===== config.mk =====
export PLATFORM = sky130hd
export DESIGN_NAME = seg7_scan_driver
export DESIGN_NICKNAME = d
export VERILOG_FILES = /design/src/rtl/seg7_scan_driver.sv
export SDC_FILE = /design/constraint.sdc
export NUM_CORES = 1
export LEC_CHECK = 0
export CORE_MARGIN = 1.5
export CORE_UTILIZATION = 30
export DETAILED_ROUTE_END_ITERATION = 6
export GPL_TIMING_DRIVEN = 0
export MAX_ROUTING_LAYER = met4
export PLACE_DENSITY = 0.45
export SYNTH_ARGS = -nofsm -noshare
export SYNTH_HDL_FRONTEND = slang
export SYNTH_SLANG_ARGS = --single-unit
export TNS_END_PERCENT = 5

===== constraint.sdc =====
create_clock -name clk -period 2.4 [get_ports clk]
set_input_delay 0.48 -clock clk [delete_from_list [all_inputs] [get_ports clk]]
set_output_delay 0.48 -clock clk [all_outputs]
set_load 0.01 [all_outputs]

===== src/rtl/seg7_scan_driver.sv =====
// Purpose: time-multiplexed 4-digit common-anode 7-segment scan driver with per-frame double-buffered digits.
// Latency: an/seg/dp are registered one cycle behind cnt/idx/shadow; frame_done pulses the cycle after the 3->0 wrap.
// Backpressure: none, free-running scan; blank gates anodes only. Optional LEADING_ZERO_BLANK_EN hides a zero leftmost digit.
module seg7_scan_driver #(
    parameter int SCAN_DIV    = 50000,
    parameter int GUARD       = 16,
    parameter int AN_ACT_LOW  = 1,
    parameter int SEG_ACT_LOW = 1
) (
    input  logic       clk,
    input  logic       rst_n,
    input  logic [3:0] d3,
    input  logic [3:0] d2,
    input  logic [3:0] d1,
    input  logic [3:0] d0,
    input  logic [3:0] dp_mask,
    input  logic       blank,
    output logic [3:0] an,
    output logic [6:0] seg,
    output logic       dp,
    output logic       frame_done
);

    localparam int CW = (SCAN_DIV > 1) ? $clog2(SCAN_DIV) : 1;

    // Inactive pin levels depend on the board polarity.
    localparam logic [3:0] AN_OFF  = (AN_ACT_LOW  != 0) ? 4'hF  : 4'h0;
    localparam logic [6:0] SEG_OFF = (SEG_ACT_LOW != 0) ? 7'h7F : 7'h00;
    localparam logic       DP_OFF  = (SEG_ACT_LOW != 0);

    logic [CW-1:0] cnt;
    logic [1:0]    idx;
    logic [15:0]   sh_dig;   // {d3,d2,d1,d0} latched at the frame boundary
    logic [3:0]    sh_dp;

    logic          last_cnt;
    logic          frame_end;
    logic [3:0]    cur_dig;
    logic [6:0]    seg_lit;  // logical 1 = segment lit, {g,f,e,d,c,b,a}
    logic [3:0]    an_lit;   // logical 1 = anode on
    logic          lz_hide;

    assign last_cnt  = (cnt == CW'(SCAN_DIV - 1));
    assign frame_end = last_cnt && (idx == 2'd3);
    assign cur_dig   = sh_dig[{idx, 2'b00} +: 4];

`ifdef LEADING_ZERO_BLANK_EN
    assign lz_hide = (idx == 2'd3) && (sh_dig[15:12] == 4'd0);
`else
    assign lz_hide = 1'b0;
`endif

    // BCD to segment decode; non-BCD codes show a dash so bad upstream data is visible.
    always_comb begin
        seg_lit = 7'b1000000;
        case (cur_dig)
            4'd0: seg_lit = 7'b0111111;
            4'd1: seg_lit = 7'b0000110;
            4'd2: seg_lit = 7'b1011011;
            4'd3: seg_lit = 7'b1001111;
            4'd4: seg_lit = 7'b1100110;
            4'd5: seg_lit = 7'b1101101;
            4'd6: seg_lit = 7'b1111101;
            4'd7: seg_lit = 7'b0000111;
            4'd8: seg_lit = 7'b1111111;
            4'd9: seg_lit = 7'b1101111;
            default: seg_lit = 7'b1000000;
        endcase
    end

    // Only the current slot's anode may light, and only after the anti-ghost guard window.
    always_comb begin
        an_lit = 4'b0000;
        if ((cnt >= CW'(GUARD)) && !blank && !lz_hide) begin
            an_lit[idx] = 1'b1;
        end
    end

    // Slot timer, digit index and frame-boundary capture of the display data.
    always_ff @(posedge clk or negedge rst_n) begin
        if (!rst_n) begin
            cnt        <= '0;
            idx        <= 2'd0;
            sh_dig     <= 16'h0000;
            sh_dp      <= 4'h0;
            frame_done <= 1'b0;
        end else begin
            frame_done <= frame_end;
            if (last_cnt) begin
                cnt <= '0;
                idx <= idx + 2'd1;
            end else begin
                cnt <= cnt + CW'(1);
            end
            if (frame_end) begin
                sh_dig <= {d3, d2, d1, d0};
                sh_dp  <= dp_mask;
            end
        end
    end

    // Registered pin drivers so the pads see glitch-free levels.
    always_ff @(posedge clk or negedge rst_n) begin
        if (!rst_n) begin
            an  <= AN_OFF;
            seg <= SEG_OFF;
            dp  <= DP_OFF;
        end else begin
            an  <= (AN_ACT_LOW  != 0) ? ~an_lit  : an_lit;
            seg <= (SEG_ACT_LOW != 0) ? ~seg_lit : seg_lit;
            dp  <= (SEG_ACT_LOW != 0) ? ~sh_dp[idx] : sh_dp[idx];
        end
    end

endmodule


Word-level counts from Yosys, hierarchy flattened
Memory sizes are Yosys's and may differ from the RTL's.
Index checks and enable logic that the tools add are counted.
{ "totals": {"out_inout_bits": 13, "inputBits": 23, "regBits": 51, "mem_bits_ro": 112, "wordCells": 30, "memories": 1} }
{ "op_classes": {"magnitude_cmp": 3, "add_sub_neg": 2, "n_eq_ne": 2, "mux": 6, "shift": 1, "n_reduce_logical": 4, "n_bitwise": 3} }
{ "mem_list": {"columns": ["name", "words", "width", "read_ports", "rd_ports_with_merged_regs", "wr", "line_no", "text"], "rows": [
  ["(no name shown)", 16, 7, 1, 0, 0, "56", "case (cur_dig)"]
]} }
{ "op_table": {"columns": ["cell", "count"], "rows": [
  ["16-bit by 1-bit adder with 16-bit output (second input constant)", 1],
  ["16-bit equality test (second input constant)", 1],
  ["16-bit by 5-bit >= comparator with 1-bit output (second input constant)", 1],
  ["16-bit 2-to-1 mux", 1],
  ["16-bit by 5-bit indexed part select with 4-bit output", 1],
  ["7-bit NOT", 1],
  ["4-bit 2-to-1 mux", 1],
  ["4-bit NOT", 1],
  ["1-bit logical AND", 3],
  ["2-bit by 3-bit less-than comparator with 1-bit output (second input constant)", 1],
  ["2-bit by 1-bit adder with 2-bit output (second input constant)", 1],
  ["1-bit binary-select mux with 2-bit select", 1],
  ["1-bit demux with 2-bit select", 1],
  ["2-bit equality test (second input constant)", 1],
  ["2-bit by 1-bit >= comparator with 1-bit output (second input constant)", 1],
  ["1-bit 2-to-1 mux", 2],
  ["1-bit logical NOT", 1],
  ["1-bit NOT", 1]
]} }

Depth between registers and ports, before layout
{ "depth": {"ltp_word": 6, "ltp_mapped": 6, "ltp_nobuf": 5} }

Worst setup path after synthesis
No wires, ideal clock.
{ "synth_timing": {"path_kind": "reg-to-reg", "start": "reg idx[0]", "end": "reg seg[2]", "path_stages_with_launch": 6, "required_time_ns": 2.313, "slack_ns": 0.520, "n_path_buf": 1, "period_less_slack_ns": 1.880, "setup_ns": 0.087, "t_arrival_ns": 1.793, "cell_sequence": "dfrtp_1 clkbuf_1 mux4_2 or2_2 nand2_1 o21ai_0"} }
{ "synth_between": {"elab_chain_cells": 3} }
{ "synth_rtl": {"columns": ["item", "line_no", "text"], "rows": [
  ["start, declared", "32", "logic [1:0] idx;"],
  ["start signal, assigned", "91", "idx <= idx + 2'd1;"],
  ["16-bit by 5-bit indexed part select with 4-bit output", "45", "assign cur_dig = sh_dig[{idx, 2'b00} +: 4];"],
  ["memory read 16 x 7 bit", null, null],
  ["7-bit NOT", "110", "seg <= (SEG_ACT_LOW != 0) ? ~seg_lit : seg_lit;"],
  ["end signal, assigned", "110", null],
  ["end, declared", "19", "output logic [6:0] seg,"]
]} }
Every way passes these cells.
A chain may end at the register's enable or synchronous reset.

Final worst setup path
Same ends and word-level chain as after synthesis.

==> results_dict.tcl <==
set metrics [dict create \
    fin_area_um2 3040 \
    wl_per_cell_um 13.4 \
    hold_path.class "in2async" \
    maxCapViolations 0 \
    drive_above_1_share 0.232 \
    reg2regPathDepth 5 \
    crit_start "idx[0]" \
    tightest_slew_ps 584 \
    r2r-end "seg[2]" \
    core_area_um2 7810 \
    crit_path_end_kind "register" \
    rsz0062_at_grt "no" \
    ys_async_sr_fraction 1.00 \
    die_w_um 93.1 \
    vdd_drop_max_mv 0.257 \
    synth_cell_types 30 \
    synth_edf_count 0 \
    synth_common_cells "dfrtp_1 (39), mux2_4 (20), nand2_1 (15)" \
    cts_hold_buffers 0 \
    grt_max_degree 29 \
    slowest_delay_ps 680 \
    cts_resized 0 \
    gp_congestion 0.796 \
    synth_top_area_share 0.401 \
    hold_ws_ps 166 \
    numCtsBuffers 5 \
    path_buf_inv 1 \
    cp.required_ps 2640 \
    total_power_mw 1.66 \
    grt_pass1_wl_mm 7.69 \
    drcViolationCount 0 \
    critPathTopFamily "multiplexers" \
    die_y_um 93.1 \
    syn_to_final_growth_pct 24.8 \
    grt_pass1_vias 1548 \
    crit_end "seg[2]" \
    ioPinCount 36 \
    post_cts_buffers 0 \
    synth_nets 223 \
    avgSynthCellArea_um2 12.9 \
    cts_tree "built" \
    n_antenna_cell 0 \
    netlist_top_cells_area "dfrtp_1 (40%), dfstp_2 (13%), mux2_4 (12%), ha_1 (5.7%), mux4_2 (4.6%)" \
    netlist_area_um2 2430 \
    postRouteAntennaNets 0 \
    syn_inst 189 \
    grt_use_total 0.119 \
    die_area_um2 8670 \
    drv_slew 0 \
    slew_headroom 0.610 \
    setup_viol 0 \
    synth.yosys.seq_area_share 0.530 \
    ys.flop_type "dfrtp_1" \
    dp_hpwl_mm 3.21 \
    clk_path_buf_depth 2 \
    drt-pass1-iter-count 4 \
    htree_levels 2 \
    cp.depth 5 \
    clk_latency_ps 310 \
    max_freq_mhz 471 \
    grt_overflow_total 0 \
    startpoint_type "register" \
    cp_max_fo 9 \
    r2r_start "idx[0]" \
    min_period_ps 2120 \
    grt_antenna_before_repair 0 \
    tns_ps 0 \
    rows 32 \
    p_leak_nw 1.33 \
    synth-warning-count 0 \
    initial_core_util 0.312 \
    fin_worst_skew_ps 10.8 \
    timing.setup.critical_path_class "reg2reg" \
    critPathArrivalTime_ps 2360 \
    wirelength_mm 4.49 \
    powerDensity_nw_per_um2 545 \
    synth_area_leader_cell "dfrtp_1" \
    final.fill_count 758 \
    hold_viol_final 0 \
    critPathSlowestCell "mux4_2" \
    placed_area_um2 2930 \
    cts_num_sinks 51 \
    nNetsFinal 266 \
    outcome "completed" \
    vias_per_cell 4.50 \
    rrSetupSlack_ps 280 \
    ys_seq_elements 51 \
    min_period_over_period 0.884 \
    clk_pin_slew_ps 100 \
    drt-initial-drc-count 52 \
    crit_chain "clkbuf_1, mux4_2, or2_2, nand2_1, o21ai_0" \
    via_count 1507 \
    root_buffer "clkbuf_8" \
    final_core_util 0.389 \
    numPortBuffers 35 \
    yosysMostFrequentCell "dfrtp_1" \
]
per-stage QoR:
stage	worst slack [ps]	cells
after CTS	218	335
after detailed placement	230	327
after global routing	68.9	335
after floorplan	520	189
final	278	335
after global placement	-733	326
worst min path at each step:
stage                           from          to  cells past startpoint  slack, ps
after floorplan                rst_n      cnt[0]                      0        180
after global placement    sh_dig[11]  sh_dig[11]                      1        490
after detailed placement   sh_dig[9]   sh_dig[9]                      1        490
after CTS                      rst_n   sh_dig[4]                      1        180
after global routing           rst_n    sh_dp[0]                      1        180
final                          rst_n    sh_dp[0]                      1        170
layer usage:
metal / GRT usage / routed length (um) / vias up
met3: 0.0268 / 165 / 8
met5: - / 0 / -
li1: - / - / 734
met4: 0.0518 / 100 / 0
met2: 0.175 / 2050 / 33
met1: 0.158 / 2170 / 732
layout by cell type, fill, tap and decap left out, types with 3 or more instances in the layout:
| cell | n |
|---|---|
| dfrtp_1 | 39 |
| nor3_1 | 6 |
| dfstp_2 | 12 |
| inv_1 | 9 |
| xor2_1 | 7 |
| nor2_1 | 13 |
| mux4_2 | 5 |
| nand2_1 | 15 |
| nor2b_1 | 3 |
| mux2_4 | 20 |
| nand4_1 | 5 |
| nand3_1 | 12 |
| ha_1 | 11 |
| clkbuf_8 | 5 |
| xnor2_1 | 8 |
| clkdlybuf4s50_1 | 34 |
layout make-up:
| cell class | instances | area (um2) | area share |
|---|---|---|---|
| clock buffer | 5 | 68.8 | 0.0226 |
| clock inverter | 3 | 42.5 | 0.0140 |
| inverter | 9 | 33.8 | 0.0111 |
| multi-input combinational | 124 | 1070 | 0.353 |
| tap | 102 | 128 | 0.0420 |
| sequential | 51 | 1290 | 0.425 |
| timing repair buffer | 36 | 365 | 0.120 |
| buffer | 5 | 37.5 | 0.0124 |
worst register-to-register path: cells and delay by family (launching register included):
family                 cells  cell delay, ps
multiplexers               1             680
AND/OR/NAND/NOR            2             480
buffers and inverters      1             400
flip-flops                 1             390
AO/OA/AOI/OAI              1             110
report_power, final:
part	switching (mW)	total [mW]	internal (mW)	leakage, nW
Sequential	0.0117	0.907	0.896	0.610
Combinational	0.0533	0.142	0.0888	0.665
Clock	0.295	0.607	0.311	0.0562
flip-flops by register name, summed over array words and instances (netlist names):
signal	cells
sh_dp	4
sh_dig	16
cnt	16
dp	1
seg	7
idx	2
frame_done	1
an	4
kinds of logic after synthesis:
group / share of synthesized area
mux: 0.170
compound gates: 0.0139
xor+xnor: 0.0540
flops: 0.530
simple gates: 0.146
buf+inv: 0.0293
fa+ha+maj: 0.0565
Note: power is estimated with default switching activity, not from simulation.
